--- src/rtl/conv_row_collector.sv ---
// Output-side collector for the conv-unit array. It walks the receptive-field
// selector through every output half-row and assembles the returned results into one output image.
module conv_row_collector #(
  parameter int DATA_WIDTH = 4,
  parameter int H          = 16,
  parameter int W          = 16,
  parameter int F          = 5
) (
  input  logic                                         clk,
  input  logic                                         reset,
  input  logic                                         start,
  input  logic                                         conv_valid,
  input  logic [0:((W-F+1)/2)*DATA_WIDTH-1]            conv_out,
  output logic [5:0]                                   rowNumber,
  output logic [5:0]                                   column,
  output logic                                         conv_req,
  output logic                                         busy,
  output logic                                         done,
  output logic [0:(H-F+1)*(W-F+1)*DATA_WIDTH-1]        outputImage
);

  localparam int OH   = H - F + 1;
  localparam int OW   = W - F + 1;
  localparam int HALF = OW / 2;
  localparam logic [5:0] LAST_ROW = 6'(OH - 1);

  typedef enum logic [1:0] {
    S_IDLE,
    S_ISSUE,
    S_WAIT,
    S_DONE
  } state_t;

  state_t state;
  logic   accept;
  logic [DATA_WIDTH-1:0] img [OH][OW];

  assign accept = (state == S_WAIT) && conv_valid;

  // conv_req and done are pulses raised on the edge that enters ISSUE / DONE,
  // so each stays high for exactly the one cycle spent in that state.
  always_ff @(posedge clk) begin
    if (reset) begin
      state     <= S_IDLE;
      rowNumber <= '0;
      column    <= '0;
      conv_req  <= 1'b0;
      busy      <= 1'b0;
      done      <= 1'b0;
    end else begin
      conv_req <= 1'b0;
      done     <= 1'b0;
      case (state)
        S_IDLE: begin
          if (start) begin
            rowNumber <= '0;
            column    <= '0;
            busy      <= 1'b1;
            conv_req  <= 1'b1;
            state     <= S_ISSUE;
          end
        end
        S_ISSUE: begin
          state <= S_WAIT;
        end
        S_WAIT: begin
          if (conv_valid) begin
            if (column == 6'd0) begin
              column   <= 6'd1;
              conv_req <= 1'b1;
              state    <= S_ISSUE;
            end else if (rowNumber != LAST_ROW) begin
              column    <= 6'd0;
              rowNumber <= rowNumber + 6'd1;
              conv_req  <= 1'b1;
              state     <= S_ISSUE;
            end else begin
              column    <= 6'd0;
              rowNumber <= '0;
              busy      <= 1'b0;
              done      <= 1'b1;
              state     <= S_DONE;
            end
          end
        end
        S_DONE: begin
          state <= S_IDLE;
        end
        default: begin
          state <= S_IDLE;
        end
      endcase
    end
  end

  // Results land in the half-row currently selected; the address decode is a
  // compare against each (row, half) so every write target is a fixed slice.
  always_ff @(posedge clk) begin
    if (reset) begin
      for (int r = 0; r < OH; r++) begin
        for (int c = 0; c < OW; c++) begin
          img[r][c] <= '0;
        end
      end
    end else if (accept) begin
      for (int r = 0; r < OH; r++) begin
        for (int h = 0; h < 2; h++) begin
          if (rowNumber == 6'(r) && column == 6'(h)) begin
            for (int j = 0; j < HALF; j++) begin
              img[r][h*HALF+j] <= conv_out[j*DATA_WIDTH +: DATA_WIDTH];
            end
          end
        end
      end
    end
  end

  for (genvar r = 0; r < OH; r++) begin : g_row
    for (genvar c = 0; c < OW; c++) begin : g_col
      assign outputImage[(r*OW+c)*DATA_WIDTH +: DATA_WIDTH] = img[r][c];
    end
  end

endmodule

--- config.mk ---
export PLATFORM = sky130hd
export DESIGN_NAME = conv_row_collector
export DESIGN_NICKNAME = d
export VERILOG_FILES = /design/src/rtl/conv_row_collector.sv
export SDC_FILE = /design/constraint.sdc
export NUM_CORES = 1
export LEC_CHECK = 0
export BUFFER_PORTS_ARGS = -buffer_cell sky130_fd_sc_hd__buf_2
export CORE_UTILIZATION = 33
export DETAILED_ROUTE_END_ITERATION = 12
export GPL_ROUTABILITY_DRIVEN = 0
export GPL_TIMING_DRIVEN = 0
export SLEW_MARGIN = 20
export SYNTH_ARGS = -nofsm -noshare
export SYNTH_HDL_FRONTEND = slang
export SYNTH_SLANG_ARGS = --single-unit
export TNS_END_PERCENT = 20
--- constraint.sdc ---
create_clock -name clk -period 4.7 [get_ports clk]
set_input_delay 1.41 -clock clk [delete_from_list [all_inputs] [get_ports clk]]
set_output_delay 1.41 -clock clk [all_outputs]
set_load 0.05 [all_outputs]
==> results by group, run 1 <==
Run status
  – Status: completed

STA
  – Clk_skew: 0.0148 ns
  – Slew Limit Fails: 0
  – Max Freq: slightly above 0.3 GHz
  – Worst slew pin tran: between 0.9 and 1 ns
  – RSZ-0062 raised after global routing: no
  – Hold Fails Final Rpt: 0
  – Final clock period utilization by the worst path: 69.7%
  – Slew HR: a little over a third
  – Final setup viols: 0
  – Min Tclk post-route: 3.27 ns
  – Minimum hold slack: 0.455 ns

Power
  – Pwr/cell area: 420 mW/mm²
  – Leakage: 12.2 nW
  – Sw Pwr: 3.33 mW
  – Sequential power share: 48.4%
  – Worst-case vdd ir drop: 240 µV
  – Combinational power share: between 10% and 20%
  – Switching share of total power: 26.9%
  – Pint: 9.04 mW
  – Clk pwr share: 40.8%

GRT
  – Largest net degree at the start of global routing: 25
  – Vias in the first global route: between 10k and 15k
  – Global-route wire length before repair: 104000 µm
  – Tot GR Track Use: 21.3%
  – Antenna violations before repair: 8
  – Remaining global-route overflow: 0

Worst setup path
  – Worst Path Required: 5.16 ns
  – Worst-path cell chain: buf_2 -> nor2_1 -> nand4_1 -> buf_2 -> nor2_1 -> clkbuf_1 -> and2_1
  – Startpoint Class: input pin
  – CP endpoint kind: flop
  – Worst path max stage delay: 0.67 ns
  – Crit Path Max Fanout: 10
  – Worst Setup Path Type: input pin to flop
  – Critical Path AT: 3.74 ns
  – Slowest cell on the critical path: nor2_1

Route
  – Via Count: 14.1k
  – # DRC: 0
  – Drt total wl: 74900 µm
  – Initial DRC Count: ~1.2k
  – Vias per cell: 4.67
  – DRT Pass-1 Iters: 5
  – WL per Instance: 24.8 µm
  – Post-route ant nets: 0

Clock tree
  – CTS clk-pin slew, worst paths: about 0.06 ns
  – Clk buf depth: 3
  – CTS H-tree depth: 3
  – Post-CTS sizing: 0
  – CTS tree: built
  – Number of buffers created by CTS: 66
  – Quantity of hold-fixing buffers added after cts: 0
  – Skew-Pair Late Insertion Delay: 0.60 ns
  – Post-CTS Setup Inserts: 0
  – Root buffer cell: clkbuf_16
  – Clk sinks: 588

Logic synthesis
  – Synth Flop Type: edfxtp_1
  – Synth Register Bits: about 590
  – Area contributors post-synth: edfxtp_1, and2_1, clkbuf_1
  – Ys async rst share: 0%
  – Synth unique cells: 40
  – Synth Instances: 1392
  – Mapped cell area: 0.0224 mm²
  – Synth Area per Inst: approximately 16 µm²
  – Post-synth EDFFs: 576
  – Ys Warns: 0
  – Top cells by count, synth: and2_1, edfxtp_1, clkbuf_1, clkbuf_2, o21bai_1
  – Synth top area share: 77.1%
  – Seq/Total Area, Yosys: about four fifths
  – Area leader, netlist: edfxtp_1

Cells and area
  – Final net count: ~2.1k
  – Final core occ: a little over two fifths
  – Register area: approximately 0.018 mm²
  – Area of the multi-input gates: about 0.0047 mm²
  – Design Area, Final: 0.0294 mm²
  – Fill count: between 6k and 7k
  – Share of cells above drive strength 1: 37.3%
  – Area growth, synth to finish: 31.2%

Die
  – I/O pin total: 619
  – CORE AREA: approximately 0.067 mm²
  – Die Ht: approximately 260 µm
  – Die width: 263 µm
  – Starting Density: 33.4%
  – Rows: 95
  – Total Die Area: 0.0690 mm²

Placement
  – HPWL after detailed placement: ~55000 µm
  – Port bufs: slightly above 600
  – Placed Area: 0.0273 mm²

Min path
  – Worst min path class: flop to flop

Run
  – Maxcap violations: 0
## through the flow
| stage | worst slack [ns] | power [mW] | setup TNS, ns | instances |
|---|---|---|---|---|
| finish | 1.43 | 12.4 | 0 | 3024 |
| global route | 1.31 | 12.7 | 0 | 3020 |
| CTS | 1.38 | 12.5 | 0 | 3020 |
| detailed placement | 0.746 | 7.44 | 0 | 2900 |
| global placement | -0.312 | 7.38 | -51.71 | 2882 |
| floorplan | 1.07 | 6.97 | 0 | 1396 |
## registers in the layout (all words and copies together), names as in the netlist
signal / count
conv_req: 1
busy: 1
column: 1
state: 2
img: 576
rowNumber: 6
done: 1
## cell usage in the layout (no fill, tap or decap), types with 3 or more instances in the layout
cell type  count
inv_6          4
buf_2        616
buf_4          5
dfxtp_1       12
and2_1       576
o21bai_4      24
nand2b_1       3
clkinv_2       8
edfxtp_1     576
bufinv_16      4
ha_1           4
nand2_1       16
inv_1          3
buf_16        11
a21oi_1        5
diode_2        4
clkbuf_2      30
nor2_1        19
clkbuf_1      92
buf_12         5
conb_1         5
clkbuf_16     66
nor2_4        10
clkinv_1      11
o21ai_0        3
nor2_2         3
## power by group through the flow
stage                     logic, mW  registers, mW  clock network (mW)
after global routing           1.36           6.00                5.32
final                          1.33           5.99                5.05
after detailed placement       1.34           6.10                   0
after global placement         1.27           6.11                   0
after CTS                      1.34           5.99                5.14
after floorplan               0.152           6.81                   0
## kinds of logic after synthesis
kind of cell	share of synthesized area, %
and+or+nand+nor	17.9
adders and majority gates	0.223
buffers and inverters	2.20
muxes	0.0502
xor gates and xnor gates	0.156
other	0.0167
DFF	78.2
AOI/OAI and AO/OA	1.23
## critical path, delay by kind of cell
family        cells  cell delay [ns]
buf+inv           3             1.00
simple gates      4             1.33
## final timing paths
kind / from / end / slack, ns / depth (start not counted)
max: reset / img[0][498] / 1.43 / 7
max reg2reg: state[0] / img[0][498] / 1.79 / 7
min reg2reg: busy / busy / 0.45 / 2
min: busy / busy / 0.45 / 2
## per-layer routing
layer	wire length (µm)	track usage, %	up-vias
li1	-	-	6194
met4	2840	9.09	2
met3	4510	4.20	131
met5	10	0	-
met1	30100	26.4	7171
met2	37400	36.2	618
## cell type report
| type | count | area share (%) |
|---|---|---|
| Antenna cell | 4 | 0.0340 |
| Timing Repair Buffer | 631 | 11.9 |
| Tap cell | 873 | 3.71 |
| Inverter | 3 | 0.0383 |
| Sequential cell | 588 | 59.6 |
| Multi-Input combinational cell | 694 | 15.9 |
| Buffer | 111 | 1.65 |
| Clock buffer | 88 | 5.96 |
| Clock inverter | 32 | 1.16 |
(Power assumes the default switching activity.)
==> inputs of run 2 (changes only) <==
- ABC_AREA: default -> 1
- clock period: 4.7 -> 3.2 ns (I/O delays scaled with it)
==> run 2 against run 1 <==
Critical path depth shrank 2. Utilization decreased by 0.31 points. Worst hold slack improved by 0.023 ns. Setup slack got worse by 1.1 ns. Die area shrank 5.3%. Via count increased by 3.6%. Synthesized area is 5.4% lower. Critical endpoint is now img[0][546]. Largest power group unchanged. Highest routed layer unchanged.
==> results by group, run 2 <==
Run status
  – Status: completed

Power
  – Sw Pwr: between 4 and 5 mW
  – Leakage: ~12 nW
  – Switching share of total power: 25.5%
  – Worst-case vdd ir drop: 404 µV
  – Pwr/cell area: around 650 mW/mm²
  – Power Total: 17.8 mW
  – Pint: 13.3 mW
  – Combinational power share: 10.2%
  – Clk pwr share: 40.6%
  – Sequential power share: 49.3%

Worst setup path
  – Worst Path Required: 3.35 ns
  – CP endpoint kind: flop
  – R2r endpoint: img[0][467]
  – Crit Path Max Fanout: 24
  – R2r startpoint: rowNumber[1]
  – Crit path capture: img[0][546]
  – Worst Setup Path Type: input pin to flop
  – Critical Path AT: 2.98 ns
  – Worst path max stage delay: ~0.67 ns
  – Slowest cell on the critical path: clkbuf_1
  – Startpoint Class: input pin
  – Crit path from: reset
  – Worst-path cell chain: buf_2 -> inv_1 -> clkbuf_1 -> clkbuf_1 -> nand2_2
  – Most used cell, CP: clkbuf_1
  – Reg2Reg Setup Slack: a little under 0.5 ns
  – Cell depth of the worst flop-to-flop path: 7

Logic synthesis
  – Post-synth EDFFs: 576
  – Top cells by count, synth: nor2_1, edfxtp_1, nand2_1, clkbuf_1, inv_1
  – Seq/Total Area, Yosys: 82.7%
  – Most numerous cell in the Yosys netlist: nor2_1
  – Mapped cell area: approximately 0.021 mm²
  – Area leader, netlist: edfxtp_1
  – Synth top area share: about four fifths
  – Area contributors post-synth: edfxtp_1, nor2_1, nand2_1
  – Synth Instances: 1479
  – Synth Register Bits: 588
  – Synth Area per Inst: between 10 and 15 µm²
  – Ys Warns: 0
  – Synth unique cells: 24
  – Synth Flop Type: edfxtp_1
  – Ys async rst share: 0%

GRT
  – Global-route wire length before repair: 101000 µm
  – Tot GR Track Use: a little over a fifth
  – Largest net degree at the start of global routing: 25
  – Antenna violations before repair: 3
  – Remaining global-route overflow: 0
  – Vias in the first global route: roughly 14k

Route
  – DRT Pass-1 Iters: 6
  – WL per Instance: 23.9 µm
  – # DRC: 0
  – Via Count: approximately 15k
  – Initial DRC Count: ~1.1k
  – Post-route ant nets: 0
  – Drt total wl: 73000 µm
  – Vias per cell: approximately 4.8

STA
  – Clk_skew: 0.00690 ns
  – Setup ws final: 0.367 ns
  – Worst slew pin tran: about 1.0 ns
  – Hold Fails Final Rpt: 0
  – Final setup viols: 0
  – Min Tclk post-route: 2.83 ns
  – Max Freq: 0.353 GHz
  – Setup TNS: 0 ns
  – RSZ-0062 raised after global routing: no
  – Final clock period utilization by the worst path: 88.5%
  – Slew HR: 30.6%
  – Slew Limit Fails: 0
  – Minimum hold slack: 0.477 ns

Clock tree
  – Number of buffers created by CTS: 59
  – CTS tree: built
  – CTS H-tree depth: 2
  – Quantity of hold-fixing buffers added after cts: 0
  – Clk buf depth: 3
  – Skew-Pair Late Insertion Delay: 0.60 ns
  – Root buffer cell: clkbuf_16
  – CTS clk-pin slew, worst paths: 0.06 ns
  – Post-CTS sizing: 0
  – Clk sinks: 588
  – Post-CTS Setup Inserts: 0

Die
  – Die Ht: 256 µm
  – Die width: between 200 and 300 µm
  – Starting Density: 33.5%
  – CORE AREA: between 0.06 and 0.07 mm²
  – Total Die Area: 0.0653 mm²
  – I/O pin total: 619
  – Rows: just over 90

Placement
  – Placed Area: 0.0255 mm²
  – HPWL after detailed placement: between 50000 and 60000 µm
  – Port bufs: 613
  – Dpl cells: 2945
  – Pre-CTS WS: -0.496 ns

Cells and area
  – Commonest non-fill, non-tap cell in the layout: buf_2
  – Design Area, Final: roughly 0.028 mm²
  – Max reg flops: 576
  – Top Registers: img: 576 flops, rowNumber: 6 flops, state: 2 flops
  – Area of the multi-input gates: 0.00309 mm²
  – Most frequent cells in the layout: buf_2, nor2_1, edfxtp_1, clkbuf_1, clkbuf_16
  – Share of cells above drive strength 1: a little over a third
  – Area growth, synth to finish: 29.8%
  – Fill count: 5869
  – Largest register by flop count: img
  – Non-Filler Instances: 3059
  – Final net count: 2192
  – Register area: 0.0175 mm²
  – Final core occ: 43.5%

Min path
  – Worst min path class: flop to flop

Run
  – Maxcap violations: 0
==> run 2: cell type report <==
class / instances / share of cell area (%)
antenna: 3 / 0.0273
clock inverter: 35 / 1.52
sequential: 588 / 63.7
multi-input combinational: 740 / 11.2
inverter: 44 / 0.600
tap: 846 / 3.84
buffer: 111 / 1.80
timing repair buffer: 616 / 11.4
clock buffer: 76 / 5.86
==> run 2: critical path, delay by kind of cell <==
| kind | cells | cell delay [ns] |
|---|---|---|
| buffers and inverters | 4 | 1.32 |
| AND/OR/NAND/NOR | 1 | 0.65 |
==> run 2: routing by layer <==
layer  vias up  global-route usage (%)  share of wire (%)
met5         -                       0             0.0096
met4         2                    6.85                2.8
met3       107                    6.53                 10
met2       872                    36.4                 48
met1      7286                    26.5                 38
li1       6356                       -                  -
==> run 2: cells by family (layout without fill, tap and decap cells) <==
logic type	Yosys count	in the layout	synth area share, %
compound gates	4	4	0.100
other cells	1	8	0.0177
simple gates	727	727	13.9
fa+ha+maj	4	4	0.236
buf+inv	155	882	3.11
flops	588	588	82.7
==> run 2: worst min-delay path by stage <==
stage          startpoint        to  slack, ns  cells past startpoint
2_1_floorplan    state[0]  state[1]       0.53                      2
3_3_place_gp         busy      busy       0.46                      2
3_5_place_dp         busy      busy       0.47                      2
4_1_cts              busy      busy       0.47                      2
5_1_grt              busy      busy       0.50                      2
6_report             busy      busy       0.48                      2
==> run 2: power groups by stage <==
stage / Clock (mW) / Combinational (mW) / Sequential, mW
2_1_floorplan: 0 / 0.283 / 9.91
3_3_place_gp: 0 / 1.80 / 8.95
3_5_place_dp: 0 / 1.82 / 8.95
4_1_cts: 7.30 / 1.83 / 8.79
5_1_grt: 7.57 / 1.87 / 8.81
6_report: 7.23 / 1.81 / 8.79
==> inputs of run 3 (changes only) <==
--- a/config.mk
+++ b/config.mk
@@ -7,3 +7,2 @@
 export LEC_CHECK = 0
-export ABC_AREA = 1
 export BUFFER_PORTS_ARGS = -buffer_cell sky130_fd_sc_hd__buf_2
@@ -13,2 +12,3 @@
 export GPL_TIMING_DRIVEN = 0
+export REMOVE_ABC_BUFFERS = 1
 export SLEW_MARGIN = 20
==> constraint.sdc (replaced) <==
create_clock -name clk -period 3.2 [get_ports clk]
set_input_delay 0.64 -clock clk [delete_from_list [all_inputs] [get_ports clk]]
set_output_delay 0.64 -clock clk [all_outputs]
set_load 0.05 [all_outputs]
==> run 3 against run 2 <==
Routed wire length fell by 2.1%. Sequential power is essentially flat. Worst hold slack worse by 0.12 ns. Via count is 7.1% lower. Combinational power grew 3%. Critical endpoint is now img[0][21].
==> results by group, run 3 (same netlist as run 1, synthesis figures left out) <==
Run status
  – Status: completed

Clock tree
  – CTS clk-pin slew, worst paths: 0.07 ns
  – Root buffer cell: clkbuf_16
  – Post-CTS sizing: 0
  – Number of buffers created by CTS: 60
  – CTS tree: built
  – Post-CTS Setup Inserts: 0
  – Clk sinks: a little under 600
  – Quantity of hold-fixing buffers added after cts: 0
  – Skew-Pair Late Insertion Delay: 0.62 ns
  – CTS H-tree depth: 2
  – Clk buf depth: 3

Worst setup path
  – Worst-path cell chain: nand2_1 -> nor2_1 -> nand2_2 -> o21bai_2 -> buf_8
  – Critical Path AT: 2.92 ns
  – CP endpoint kind: flop
  – Startpoint Class: flop
  – Slowest cell on the critical path: o21bai_2
  – Worst Setup Path Type: flop to flop
  – Worst path max stage delay: 0.76 ns
  – Cell family with most CP delay: simple AND/OR/NAND/NOR gates
  – Worst Path Required: roughly 3.5 ns
  – Crit Path Max Fanout: 13
  – Worst path bufs/invs: 1

STA
  – Final clock period utilization by the worst path: 81.5%
  – Min Tclk post-route: 2.61 ns
  – Minimum hold slack: between 0.3 and 0.4 ns
  – Slew HR: 36.5%
  – Final setup viols: 0
  – Hold Fails Final Rpt: 0
  – Slew Limit Fails: 0
  – Worst slew pin tran: 0.952 ns
  – RSZ-0062 raised after global routing: no
  – Clk_skew: 0.0185 ns
  – Max Freq: 0.384 GHz
  – Setup TNS: 0 ns

Route
  – Drt total wl: slightly above 70000 µm
  – DRT Pass-1 Iters: 6
  – Post-route ant nets: 0
  – Vias per cell: between 4 and 5
  – Via Count: about 14k
  – Initial DRC Count: 1144
  – # DRC: 0
  – WL per Instance: between 20 and 25 µm

GRT
  – Vias in the first global route: 13.2k
  – Remaining global-route overflow: 0
  – Tot GR Track Use: ~20%
  – Antenna violations before repair: 6
  – Largest net degree at the start of global routing: 32
  – Global-route wire length before repair: approximately 100000 µm

Placement
  – HPWL after detailed placement: 44900 µm
  – Port bufs: ~600

Power
  – Leakage: around 12 nW
  – Pwr/cell area: 616 mW/mm²
  – Pint: 13.0 mW
  – Switching share of total power: 26.1%
  – Worst-case vdd ir drop: about 440 µV
  – Combinational power share: 10.6%
  – Power Total: 17.6 mW
  – Sw Pwr: 4.61 mW
  – Sequential power share: 49.9%
  – Clk pwr share: 39.6%

Cells and area
  – Share of cells above drive strength 1: about 38%
  – Commonest non-fill, non-tap cell in the layout: buf_2
  – Max reg flops: 576
  – Final net count: between 2k and 2.5k
  – Top Registers: img: 576 flops, rowNumber: 6 flops, state: 2 flops
  – Fill count: 6067
  – Most frequent cells in the layout: buf_2, and2_1, edfxtp_1, clkbuf_16, o21bai_4
  – Area growth, synth to finish: 27.6%
  – Largest register by flop count: img

Die
  – Die Ht: between 200 and 300 µm
  – Die width: 263 µm
  – CORE AREA: approximately 0.067 mm²
  – Rows: 95
  – Starting Density: about 33%
  – Total Die Area: 0.0690 mm²
  – I/O pin total: 619

Min path
  – Worst min path class: input pin to flop

Run
  – Maxcap violations: 0
==> run 3: changes by cell type in the layout (fill, tap and decap cells not counted), moves of 7 or more <==
cell	before	now
nand3_1	24	2
nor2_4	1	10
clkbuf_1	80	14
nand2_2	24	1
nor2_2	2	14
inv_1	42	3
nand3_4	7	0
nor2_1	600	8
nand2_1	57	15
o21bai_4	0	21
buf_2	648	613
nand3_2	7	0
and2_1	0	576
==> run 3: worst reg2reg max path: stages (launching register included) <==
cell	delay [ns]
dfxtp_1	0.49
nand2_1	0.16
nor2_1	0.14
nand2_2	0.49
o21bai_2	0.77
buf_8	0.24
==> run 3: final timing paths <==
check | startpoint | to | slack [ns] | depth (start not counted)
setup / recovery | state[1] | img[0][21] | 0.59 | 5
hold / removal | start | busy | 0.36 | 3
setup reg to reg | state[1] | img[0][21] | 0.59 | 5
hold reg to reg | busy | busy | 0.46 | 2
==> run 3: final cells by class <==
class                   instances  area [µm²]  share of cell area, %
well taps                     873        1090                   3.82
repair buffers                627        3350                   11.7
multi-input cells             694        4690                   16.4
inverters                       3        11.3                 0.0394
flip-flops and latches        588       17500                   61.3
clock buffers                  75        1580                   5.52
diodes                          3        7.51                 0.0262
clock inverters                33         347                   1.21
==> run 3: layer usage <==
metal	GRT usage, %	share of wire, %	vias up	wire [µm]
li1	-	-	5961	-
met5	0	0	-	0
met4	6.26	3.0	0	2130
met3	5.58	9.3	116	6620
met2	33.6	49	694	34700
met1	25.0	39	6816	28000
==> run 3: power groups by stage <==
| stage | sequential, mW | clock [mW] | combinational [mW] |
|---|---|---|---|
| 6_report | 8.79 | 6.97 | 1.86 |
| 5_1_grt | 8.81 | 7.36 | 1.90 |
| 4_1_cts | 8.79 | 7.09 | 1.88 |
| 3_5_place_dp | 8.95 | 0 | 1.88 |
| 3_3_place_gp | 8.96 | 0 | 1.81 |
| 2_1_floorplan | 9.98 | 0 | 0.160 |
==> run 3: metrics by stage <==
step / cell area [µm²] / util (%) / setup WS (ns) / cells
floorplan: 22000 / - / 0.211 / 1285
finish: 28600 / 42.6 / 0.593 / 2896
detailed placement: 26700 / 39.7 / 0.160 / 2785
global route: 28600 / 42.6 / 0.375 / 2893
global placement: 26100 / 38.9 / -1.17 / 2771
CTS: 28600 / 42.6 / 0.550 / 2893
